`config.mk`:
```
export PLATFORM = sky130hd
export DESIGN_NAME = a10_fp32_normalize_pipe
export DESIGN_NICKNAME = d
export VERILOG_FILES = /design/src/rtl/a10_fp32_normalize_pipe.sv
export SDC_FILE = /design/constraint.sdc
export NUM_CORES = 1
export LEC_CHECK = 0
export CORE_ASPECT_RATIO = 1.25
export CORE_UTILIZATION = 55
export DETAILED_ROUTE_END_ITERATION = 12
export GPL_TIMING_DRIVEN = 1
export PLACE_DENSITY = 0.87
export SLEW_MARGIN = 15
export SYNTH_ARGS = -nofsm -noshare
export SYNTH_HDL_FRONTEND = slang
export SYNTH_SLANG_ARGS = --single-unit
export TNS_END_PERCENT = 5
```
`constraint.sdc`:
```
create_clock -name clk -period 8.35 [get_ports clk]
set_clock_uncertainty 0.2 [all_clocks]
set_input_delay 0.835 -clock clk [delete_from_list [all_inputs] [get_ports clk]]
set_output_delay 0.835 -clock clk [all_outputs]
set_load 0.05 [all_outputs]
```
`src/rtl/a10_fp32_normalize_pipe.sv`:
```
// Fixed-point accumulator to IEEE-754 fp32 converter.
// Four pipeline stages share one advance enable: capture, LZC wait, normalise, then round and pack.
// Rounding is round-to-nearest-even. Results that underflow flush to zero; overflow gives infinity.

// Leading-zero counter with a registered output.
// An all-zero input produces WIDTH.
module a10_leading_zero_counter #(
  parameter int WIDTH = 48,
  parameter int OUT_W = $clog2(WIDTH + 1)
) (
  input  logic             clk,
  input  logic             rst,
  input  logic [WIDTH-1:0] din,
  output logic [OUT_W-1:0] dout
);

  logic [OUT_W-1:0] cnt_d;
  logic [OUT_W-1:0] cnt_q;

  // Scan from the LSB upward so the highest set bit is the one that sets the count.
  // NOTE: give every always_comb output a default before any conditional; otherwise a latch is inferred.
  always_comb begin
    cnt_d = OUT_W'(WIDTH);
    for (int i = 0; i < WIDTH; i++) begin
      if (din[i]) cnt_d = OUT_W'(WIDTH - 1 - i);
    end
  end

  // Register the count every cycle. The caller keeps din aligned with its own stage.
  always_ff @(posedge clk or posedge rst) begin
    if (rst) cnt_q <= '0;
    else     cnt_q <= cnt_d;
  end

  assign dout = cnt_q;

endmodule

module a10_fp32_normalize_pipe #(
  parameter int SIZE  = 48,
  parameter int EXP_W = 9
) (
  input  logic              clk,
  input  logic              rst,
  input  logic              in_valid,
  output logic              in_ready,
  input  logic [SIZE-1:0]   in_acc,
  input  logic [EXP_W-1:0]  in_exp,
  output logic              out_valid,
  input  logic              out_ready,
  output logic [31:0]       out_data
);

  localparam int LZC_W = $clog2(SIZE + 1);
  localparam int EW    = EXP_W + 2;

  logic en;

  // Stage 1: capture
  logic [SIZE-1:0]  mag1_d, mag1_q;
  logic             v1_q, sign1_q;
  logic [EXP_W-1:0] exp1_q;
  // Stage 2: wait for the LZC result
  logic [SIZE-1:0]  mag2_q;
  logic             v2_q, sign2_q;
  logic [EXP_W-1:0] exp2_q;
  logic [SIZE-1:0]  lzc_din;
  logic [LZC_W-1:0] lz;
  // Stage 3: normalise
  logic [SIZE-1:0]      norm3_d, norm3_q;
  logic signed [EW-1:0] e3_d, e3_q;
  logic                 v3_q, sign3_q, zero3_q;
  // Stage 4: round and pack
  logic [22:0]          frac, frac_r;
  logic                 guard, sticky, round_up, carry;
  logic signed [EW-1:0] e_r;
  logic [31:0]          data_d, data_q;
  logic                 v4_q;

  // Every stage advances together unless a valid result is waiting for the consumer.
  assign en        = ~v4_q | out_ready;
  assign in_ready  = en;
  assign out_valid = v4_q;
  assign out_data  = data_q;

  // Magnitude. The most negative input maps to 2^(SIZE-1), which still fits unsigned.
  assign mag1_d = in_acc[SIZE-1] ? (~in_acc + 1'b1) : in_acc;

  // Stage 1 register: capture a beat, or a bubble when in_valid is low.
  // NOTE: clear the data registers along with the valid bits so reset leaves no X in the pipeline.
  always_ff @(posedge clk or posedge rst) begin
    if (rst) begin
      v1_q    <= 1'b0;
      sign1_q <= 1'b0;
      mag1_q  <= '0;
      exp1_q  <= '0;
    end else if (en) begin
      // NOTE: use non-blocking assignments for state so every stage samples the values from before the edge.
      v1_q    <= in_valid;
      sign1_q <= in_acc[SIZE-1];
      mag1_q  <= mag1_d;
      exp1_q  <= in_exp;
    end
  end

  // Stage 2 register: hold the beat while the LZC works on it.
  always_ff @(posedge clk or posedge rst) begin
    if (rst) begin
      v2_q    <= 1'b0;
      sign2_q <= 1'b0;
      mag2_q  <= '0;
      exp2_q  <= '0;
    end else if (en) begin
      v2_q    <= v1_q;
      sign2_q <= sign1_q;
      mag2_q  <= mag1_q;
      exp2_q  <= exp1_q;
    end
  end

  // The LZC input is the next value of mag2, so its output matches stage 2 even across stalls.
  assign lzc_din = en ? mag1_q : mag2_q;

  a10_leading_zero_counter #(.WIDTH(SIZE), .OUT_W(LZC_W)) u_lzc (
    .clk  (clk),
    .rst  (rst),
    .din  (lzc_din),
    .dout (lz)
  );

  assign norm3_d = mag2_q << lz;
  assign e3_d    = $signed({2'b00, exp2_q}) - $signed({{(EW-LZC_W){1'b0}}, lz});

  // Stage 3 register: the normalised mantissa and the exponent adjusted by the shift.
  always_ff @(posedge clk or posedge rst) begin
    if (rst) begin
      v3_q    <= 1'b0;
      sign3_q <= 1'b0;
      zero3_q <= 1'b0;
      norm3_q <= '0;
      e3_q    <= '0;
    end else if (en) begin
      v3_q    <= v2_q;
      sign3_q <= sign2_q;
      zero3_q <= (lz == LZC_W'(SIZE));
      norm3_q <= norm3_d;
      e3_q    <= e3_d;
    end
  end

  assign frac  = norm3_q[SIZE-2 -: 23];
  assign guard = norm3_q[SIZE-25];

  // Sticky covers every bit below the guard bit. When SIZE is 25 there are no such bits.
  if (SIZE > 25) begin : g_sticky
    assign sticky = |norm3_q[SIZE-26:0];
  end else begin : g_no_sticky
    assign sticky = 1'b0;
  end

  assign round_up        = guard & (sticky | frac[0]);
  assign {carry, frac_r} = {1'b0, frac} + 24'(round_up);
  assign e_r             = e3_q + $signed({{(EW-1){1'b0}}, carry});

  // Pack the result. Zero has the highest priority, then underflow, then overflow.
  // A clear hidden bit can only come from a zero magnitude, so it is treated as zero as well.
  always_comb begin
    data_d = {sign3_q, e_r[7:0], frac_r};
    if (zero3_q || !norm3_q[SIZE-1]) data_d = 32'h0;
    else if (e_r <= 0)               data_d = {sign3_q, 31'h0};
    else if (e_r >= 255)             data_d = {sign3_q, 8'hFF, 23'h0};
  end

  // Stage 4 register: this register drives the output port directly.
  always_ff @(posedge clk or posedge rst) begin
    if (rst) begin
      v4_q   <= 1'b0;
      data_q <= 32'h0;
    end else if (en) begin
      v4_q   <= v3_q;
      data_q <= data_d;
    end
  end

endmodule
```
==> flow_metrics.py, run 1 <==
metrics = {
    "status": {
        "status": "completed",
    },
    "setup_path": {
        "critPathMaxStageDelay_ns": 0.95,
        "timing.rr.end": "norm3_q[25]",
        "r2r_setup_slack_ns": 4.04,
        "path_max_fanout": 46,
        "slowest_stage": "clkdlybuf4s50_1",
        "r2r_start": "out_valid",
        "path_common_cell": "clkdlybuf4s50_1",
        "worstSetupPathType": "input pin to output pin",
        "start_kind": "input pin",
        "cp_data_arrival_time_ns": 3.94,
        "worstPathBufferInverterCount": 3,
        "cp-end-kind": "output pin",
        "cp_top_family": "buffers and inverters",
        "required_ns": 7.32,
        "crit_chain": "clkdlybuf4s50_1 > nor2b_4 > clkinv_2 > clkdlybuf4s50_1",
        "ff2ff_path_depth": 6,
    },
    "grt": {
        "grt_antenna_before_repair": 0,
        "grt_max_degree": 150,
        "grt_pass1_wl_mm": 54.3,
        "grt_overflow": 0,
        "grt_pass1_vias": 11000,
        "track_usage_pct": 26.7,
    },
    "drt": {
        "drc": 0,
        "dr.pass1.iters": 5,
        "routed_wirelength_mm": 33.0,
        "dr_total_vias": 11500,
        "viasPerCell": 6.20,
        "antenna_left": 0,
        "wl_per_cell_um": 17.8,
        "dr.first_iter.drc_count": 1038,
    },
    "finish": {
        "area_delta_synth_final_pct": 13.5,
        "diodes": 0,
        "drive_above_1_share_pct": 11.4,
        "fin_nets": 1583,
        "final_cells": 1851,
        "nFillCells": 1962,
    },
    "placement": {
        "port_buffers": 94,
        "dpl_worst_slack_ns": 3.26,
        "dp_cells": 1812,
        "globalplace.congestion": 0.999,
        "place_hpwl_mm": 23.7,
    },
    "synthesis": {
        "synth_most_common_cell": "nand2_1",
        "synthesis.area_mm2": 0.0136,
        "async_flop_share_pct": 100,
        "ys_seq_elements": 218,
        "ys.flop_type": "dfrtp_1",
        "synth_nets": 1540,
        "synth_edf_count": 0,
        "yosys_warnings": 0,
        "synth_common_cells": "nand2_1 (330), dfrtp_1 (218), o21ai_0 (106)",
        "syn_avg_cell_area_um2": 9.26,
        "synth_top_area_cell": "dfrtp_1",
        "yosysTopAreaCellShare_pct": 40.1,
        "synth.distinct_cells": 84,
        "ys_seq_area_share_pct": 40.1,
        "ys_top_cells_by_area": "dfrtp_1 (40%), nand2_1 (9.1%), mux4_2 (7.5%)",
        "synth_cells": 1468,
    },
    "sta": {
        "report.final.slew_viol_count": 0,
        "max_freq_mhz": 201,
        "max_slew_margin_pct": 31.2,
        "finalSetupTns_ns": 0,
        "rsz0062_at_grt": "false",
        "fin_crit_sh_pct": 59.6,
        "post-route-worst-setup-slack_ns": 3.37,
        "tightest_slew_ns": 1.03,
        "period_needed_ns": 4.98,
        "finalHoldViolations": 0,
        "setup_viol_count_final": 0,
    },
    "min_path": {
        "holdCritStartpoint": "v3_q",
        "whs_endpoint": "v3_q",
        "hold_depth": 2,
        "min_path_type": "flip-flop to flip-flop",
    },
    "clock_network": {
        "cts.clk_slew.worst_paths_ns": 0.06,
        "clk_path_buf_depth": 3,
        "cts-buffers-inserted": 22,
        "clock-sinks": 218,
        "htreeDepth": 1,
        "cts_resized": 0,
        "cts_root_buffer": "clkbuf_16",
        "cts_setup_buffers": 0,
        "clock_latency_ns": 0.51,
        "cts_tree": "done",
        "ctsHoldBuffers": 0,
    },
    "run": {
        "max_cap_viol_count": 0,
    },
    "floorplan": {
        "die_w_um": 143,
        "start_util_pct": 56.7,
        "core-area_mm2": 0.0240,
        "core.rowCount": 63,
        "pin_count": 95,
        "dieHeight_um": 178,
        "die-area_mm2": 0.0254,
    },
    "power": {
        "vdd_drop_max_mv": 0.187,
        "design_power_total_w": 0.00633,
        "leakage_nw": 6.53,
        "p_per_area_mw_per_mm2": 410,
    },
}
## layout by cell type, fill, tap and decap left out, types with 26 or more instances in the layout
master	synthesis	final
a21oi_1	40	40
clkdlybuf4s50_1	0	93
dfrtp_1	218	216
inv_1	27	26
mux2_2	30	30
mux2i_1	54	54
mux4_2	45	45
nand2_1	330	330
nor2_1	99	99
nor3_1	30	30
o21ai_0	106	106
o31ai_1	27	27
xor2_1	56	56
## layout make-up
class | instances | area, um^2 | share of cell area (%)
clock buffer | 31 | 646 | 4.18
inverter | 31 | 125 | 0.811
tap | 325 | 407 | 2.64
sequential | 218 | 5460 | 35.4
timing repair buffer | 105 | 1020 | 6.60
clock inverter | 8 | 149 | 0.965
multi-input combinational | 1133 | 7630 | 49.4
## worst max path at each step
stage / from / endpoint / slack, ns / cells after the start
after floorplan: rst / e3_q[0] / 1.35 / 1
after global placement: out_ready / norm3_q[25] / 3.36 / 7
after detailed placement: out_ready / norm3_q[25] / 3.26 / 7
after CTS: out_ready / in_ready / 3.41 / 4
after global routing: out_ready / in_ready / 3.24 / 4
final: out_ready / in_ready / 3.37 / 4
## cell families (layout without fill, tap and decap cells)
| logic type | Yosys count | count (layout) | share of synthesized area [%] |
|---|---|---|---|
| fa+ha+maj | 11 | 11 | 1.07 |
| xor+xnor | 76 | 76 | 4.90 |
| simple gates | 591 | 591 | 19.9 |
| buf+inv | 117 | 175 | 3.81 |
| flops | 218 | 218 | 40.1 |
| compound gates | 326 | 326 | 16.3 |
| mux | 129 | 129 | 13.9 |
## metrics by stage
step / cell area [um^2] / util (%) / hold slack [ns]
after detailed placement: 14600 / 61.1 / 0.255
after floorplan: 13600 / - / 0.230
after global placement: 14600 / 61.1 / 0.242
final: 15400 / 64.4 / 0.267
after global routing: 15400 / 64.4 / 0.288
after CTS: 15400 / 64.4 / 0.270
## flip-flops by register name (all words and copies together) (netlist names)
signal,cells
norm3_q,48
v3_q,1
out_valid,1
mag1_q,48
mag2_q,48
sign2_q,1
e3_q,10
u_lzc.dout,6
v2_q,1
sign1_q,1
v1_q,1
sign3_q,1
zero3_q,1
exp2_q,9
exp1_q,9
out_data,32
## layer usage
metal / share of wire (%) / vias up / track usage [%]
li1: - / 5397 / -
met1: 41 / 5535 / 33.9
met2: 50 / 450 / 46.2
met3: 5.0 / 94 / 2.70
met4: 4.0 / 0 / 11.6
met5: 0 / - / 0
## power breakdown
part | total (W) | switching (W) | internal (W)
clock | 0.00107 | 0.000409 | 0.000663
sequential | 0.00204 | 0.000536 | 0.00151
combinational | 0.00322 | 0.00185 | 0.00137
## worst reg2reg max path: cells and delay by family, from the launching register on
family / cells / cell delay, ns
AND/OR/NAND/NOR: 3 / 1.52
buffers and inverters: 2 / 1.62
flip-flops: 1 / 0.60
AO/OA/AOI/OAI: 1 / 0.26
No activity file was read; power rests on OpenSTA's default activity.
==> run 2, diff against run 1 <==
- clock period: 8.35 -> 4.6 ns (I/O delays scaled with it)
==> flow_metrics.py, run 2 (synthesized netlist as in run 1, its figures left out) <==
metrics = {
    "setup_path": {
        "path_max_fanout": 23,
        "worstSetupPathType": "flip-flop to flip-flop",
        "critical_path.startpoint": "norm3_q[26]",
        "required_ns": 4.81,
        "cp_data_arrival_time_ns": 4.06,
        "r2r_start": "norm3_q[26]",
        "cp-end-kind": "flip-flop",
        "start_kind": "flip-flop",
    },
    "power": {
        "leakage_nw": 6.55,
        "vdd_drop_max_mv": 0.333,
        "design_power_total_w": 0.0114,
        "p_per_area_mw_per_mm2": 741,
    },
    "sta": {
        "max_freq_mhz": 260,
        "max_slew_margin_pct": 27.4,
        "period_needed_ns": 3.85,
        "setup_viol_count_final": 0,
        "hold_slack_ns": 0.0774,
        "report.final.slew_viol_count": 0,
        "fin_crit_sh_pct": 83.6,
        "finalSetupTns_ns": 0,
        "rsz0062_at_grt": "false",
        "tightest_slew_ns": 1.09,
        "finalHoldViolations": 0,
    },
    "clock_network": {
        "cts.clk_slew.worst_paths_ns": 0.06,
        "cts_root_buffer": "clkbuf_16",
        "cts-buffers-inserted": 22,
        "ctsHoldBuffers": 0,
        "cts_tree": "done",
        "clk_path_buf_depth": 3,
        "cts_resized": 0,
        "clock_latency_ns": 0.50,
        "htreeDepth": 1,
        "cts_setup_buffers": 0,
        "clock-sinks": 218,
    },
    "finish": {
        "top_regs": "mag1_q x48, mag2_q x48, norm3_q x48",
        "final_common_cell": "nand2_1",
        "multi_input_area_mm2": 0.00763,
        "area_delta_synth_final_pct": 13.7,
        "diodes": 0,
        "drive_above_1_share_pct": 11.7,
        "final_cell_mix": "nand2_1 (330), dfrtp_1 (216), o21ai_0 (106)",
        "fin_nets": 1591,
        "nFillCells": 1971,
        "seq_area_mm2": 0.00546,
    },
    "placement": {
        "globalplace.congestion": 0.986,
        "place_hpwl_mm": 24.5,
        "port_buffers": 94,
    },
    "floorplan": {
        "core.rowCount": 63,
        "core-area_mm2": 0.0240,
        "start_util_pct": 56.7,
        "pin_count": 95,
        "dieHeight_um": 178,
        "die_w_um": 143,
        "die-area_mm2": 0.0254,
    },
    "grt": {
        "grt_pass1_wl_mm": 54.8,
        "track_usage_pct": 27.1,
        "met3_usage_pct": 2.97,
        "grt_overflow": 0,
        "grt_pass1_vias": 11000,
        "met1_usage_pct": 33.9,
        "gr-usage-met2_pct": 47.5,
        "busiest_layer": "met2",
        "grt_max_degree": 177,
        "grt_antenna_before_repair": 0,
    },
    "drt": {
        "viasPerCell": 6.12,
        "dr_total_vias": 11400,
        "wl_per_cell_um": 17.8,
        "dr.pass1.iters": 5,
        "routed_wirelength_mm": 33.1,
        "drc": 0,
        "antenna_left": 0,
        "dr.first_iter.drc_count": 975,
    },
    "run": {
        "max_cap_viol_count": 0,
    },
    "status": {
        "status": "completed",
    },
    "min_path": {
        "min_path_type": "input pin to asynchronous set/reset pin",
    },
}
run 2: power breakdown:
group          internal, W  switching, W
sequential         0.00273      0.000960
combinational      0.00253       0.00343
clock              0.00107      0.000720
total              0.00634       0.00511
run 2: worst paths after layout:
kind,end,slack [ns],cells past startpoint
setup / recovery,out_data[22],0.75,12
hold reg to reg,out_valid,0.26,1
setup reg to reg,out_data[22],0.75,12
hold / removal,e3_q[8],0.08,2
max in group asynchronous,norm3_q[7],3.13,3
min in group clk,out_valid,0.26,1
run 2: worst max-delay path, cell delays in order, from the launching register on:
cell     delay, ns
dfrtp_1       0.40
nand4_1       0.15
nor2_1        0.32
nand4_1       0.23
nor3_1        0.23
ha_1          0.22
ha_1          0.24
and3_4        0.22
and2_1        0.25
a31o_4        0.22
nand2_2       0.08
or4_4         0.75
o21ai_0       0.24
run 2: stage by stage:
| step | util (%) | area (um^2) | cells | setup slack, ns |
|---|---|---|---|---|
| after floorplan | - | 13600 | 1468 | 1.10 |
| after global placement | 61.5 | 14700 | 1820 | 0.859 |
| after detailed placement | 61.5 | 14700 | 1820 | 0.737 |
| after CTS | 64.5 | 15500 | 1858 | 0.712 |
| after global routing | 64.5 | 15500 | 1858 | 0.403 |
| final | 64.5 | 15500 | 1858 | 0.754 |
run 2: final cells by class:
type | count | share of cell area, %
Clock buffer | 31 | 4.11
Clock inverter | 7 | 0.575
Inverter | 31 | 0.785
Multi-Input combinational cell | 1133 | 49.4
Sequential cell | 218 | 35.3
Tap cell | 325 | 2.63
Timing Repair Buffer | 113 | 7.22
run 2: per-layer routing:
metal	vias to the layer above	wire, um
li1	5391	-
met1	5464	13600
met2	432	16500
met3	92	1660
met4	0	1320
met5	-	0
==> run 3, diff against run 2 <==
- CORE_UTILIZATION: 55 -> 54
- PLACE_DENSITY: 0.87 -> 0.89
- clock period: 4.6 -> 3.2 ns (I/O delays scaled with it)
==> flow_metrics.py, run 3 (synthesized netlist as in run 1, its figures left out) <==
metrics = {
    "floorplan": {
        "dieHeight_um": 179,
        "pin_count": 95,
        "start_util_pct": 55.3,
        "core-area_mm2": 0.0246,
        "core.rowCount": 64,
        "die_w_um": 144,
        "die-area_mm2": 0.0258,
    },
    "clock_network": {
        "clock-sinks": 218,
        "cts_tree": "done",
        "htreeDepth": 1,
        "cts_root_buffer": "clkbuf_16",
        "clock_latency_ns": 0.51,
        "cts.clk_slew.worst_paths_ns": 0.06,
        "clk_path_buf_depth": 3,
        "ctsHoldBuffers": 0,
        "cts-buffers-inserted": 21,
    },
    "placement": {
        "globalplace.congestion": 0.996,
        "dpl_worst_slack_ns": -0.0781,
        "port_buffers": 94,
        "placed_cell_area_mm2": 0.0154,
        "place_hpwl_mm": 26.2,
    },
    "sta": {
        "post-route-worst-setup-slack_ns": 0.0200,
        "finalHoldViolations": 0,
        "max_freq_mhz": 314,
        "setup_viol_count_final": 0,
        "tightest_slew_ns": 0.745,
        "fin_crit_sh_pct": 99.4,
        "max_slew_margin_pct": 50.0,
        "period_needed_ns": 3.18,
        "report.final.slew_viol_count": 0,
        "rsz0062_at_grt": "true",
    },
    "setup_path": {
        "critPathMaxStageDelay_ns": 0.56,
        "critical_path.startpoint": "norm3_q[24]",
        "r2r_start": "norm3_q[24]",
        "required_ns": 3.42,
        "r2r_setup_slack_ns": 0.02,
        "cp_data_arrival_time_ns": 3.40,
        "cp-end-kind": "flip-flop",
        "timing.rr.end": "out_data[5]",
        "ff2ff_path_depth": 14,
        "cp-endpoint": "out_data[5]",
        "worstSetupPathType": "flip-flop to flip-flop",
        "slowest_stage": "or4_4",
        "crit_chain": "nand4_1 > nor2_2 > nand4_1 > nor3_2 > ha_2 > ha_1 > and3_4 > buf_4 > a211oi_1 > a31oi_1 > nor4b_1 > or4_4 > buf_12 > o21ai_2",
        "start_kind": "flip-flop",
        "path_common_cell": "nand4_1",
        "path_max_fanout": 20,
    },
    "grt": {
        "grt_pass1_wl_mm": 57.9,
        "track_usage_pct": 28.1,
        "grt_pass1_vias": 11800,
        "grt_antenna_before_repair": 0,
        "grt_max_degree": 66,
        "grt_overflow": 0,
    },
    "drt": {
        "routed_wirelength_mm": 34.9,
        "antenna_left": 0,
        "dr_total_vias": 11800,
        "dr.pass1.iters": 5,
        "wl_per_cell_um": 18.0,
        "dr.first_iter.drc_count": 958,
        "drc": 0,
        "viasPerCell": 6.07,
    },
    "min_path": {
        "min_path_type": "input pin to asynchronous set/reset pin",
    },
    "power": {
        "power_frac_seq_pct": 30.6,
        "p_comb_share_pct": 54.4,
        "p_per_area_mw_per_mm2": 1060,
        "vdd_drop_max_mv": 0.534,
        "design_power_total_w": 0.0171,
        "p_switching_w": 0.00751,
        "p_int_w": 0.00959,
        "leakage_nw": 6.95,
        "switching_share_pct": 43.9,
        "pwr-share-clk_pct": 15.1,
    },
    "finish": {
        "nFillCells": 1885,
        "final_cell_mix": "nand2_1 (330), dfrtp_1 (217), o21ai_0 (106)",
        "top_regs": "mag1_q x48, mag2_q x48, norm3_q x48",
        "drive_above_1_share_pct": 16.2,
        "final_common_cell": "nand2_1",
        "area_delta_synth_final_pct": 18.7,
        "finish.instance_area_mm2": 0.0161,
        "final_util_pct": 65.6,
        "fin_nets": 1667,
        "diodes": 0,
    },
    "status": {
        "status": "completed",
    },
    "run": {
        "max_cap_viol_count": 0,
    },
}
-- run 3: layout make-up --
cell class	count	area [um^2]	share of cell area, %
Multi-Input combinational cell	1133	7640	47.4
Sequential cell	218	5460	33.8
Timing Repair Buffer	190	1780	11.1
Clock buffer	30	599	3.71
Tap cell	330	413	2.56
Inverter	31	121	0.752
Clock inverter	7	114	0.706
-- run 3: per-stage QoR --
| stage | setup TNS [ns] | std cells | hold slack (ns) |
|---|---|---|---|
| after CTS | -0.282 | 1936 | 0.0614 |
| after global routing | -3.17 | 1939 | 0.0782 |
| after detailed placement | -1.23 | 1898 | 0.256 |
| final | 0 | 1939 | 0.0478 |
| after floorplan | -37.56 | 1468 | 0.230 |
| after global placement | -0.609 | 1898 | 0.249 |
-- run 3: how the worst min path moves through the flow --
stage	start	endpoint	slack (ns)	cells after the start
6_report	rst	e3_q[7]	0.05	2
5_1_grt	rst	e3_q[7]	0.08	2
4_1_cts	rst	exp2_q[1]	0.06	2
3_5_place_dp	exp1_q[3]	exp1_q[3]	0.26	2
3_3_place_gp	v3_q	v3_q	0.25	2
2_1_floorplan	v3_q	v3_q	0.23	2
-- run 3: repair_timing --
item,CTS,global route
pin swaps,4,6
resized for setup,4,2
endpoints found under the setup margin,20,30
setup buffers,1,3
-- run 3: routing by layer --
metal  GRT usage [%]  vias up  part of all wire [%]  routed length (um)
li1                -     5562                     -                   -
met1            33.5     5708                    39               13700
met2            50.0      391                    51               17800
met3            3.48      117                   4.5                1570
met4            14.3        0                   5.4                1870
met5               0        -                     0                   0
-- run 3: worst max-delay path: cells and delay by family, from the launching register on --
| family | cells | cell delay [ns] |
|---|---|---|
| flops | 1 | 0.36 |
| fa+ha+maj | 2 | 0.37 |
| simple gates | 7 | 1.51 |
| buf+inv | 2 | 0.31 |
| compound gates | 3 | 0.36 |
-- run 3: power groups by stage --
stage / clock, W / sequential (W) / combinational (W)
5_1_grt: 0.00272 / 0.00540 / 0.0100
2_1_floorplan: 0 / 0.00535 / 0.00597
3_3_place_gp: 0 / 0.00511 / 0.00888
6_report: 0.00257 / 0.00523 / 0.00930
4_1_cts: 0.00260 / 0.00519 / 0.00922
3_5_place_dp: 0 / 0.00522 / 0.00915
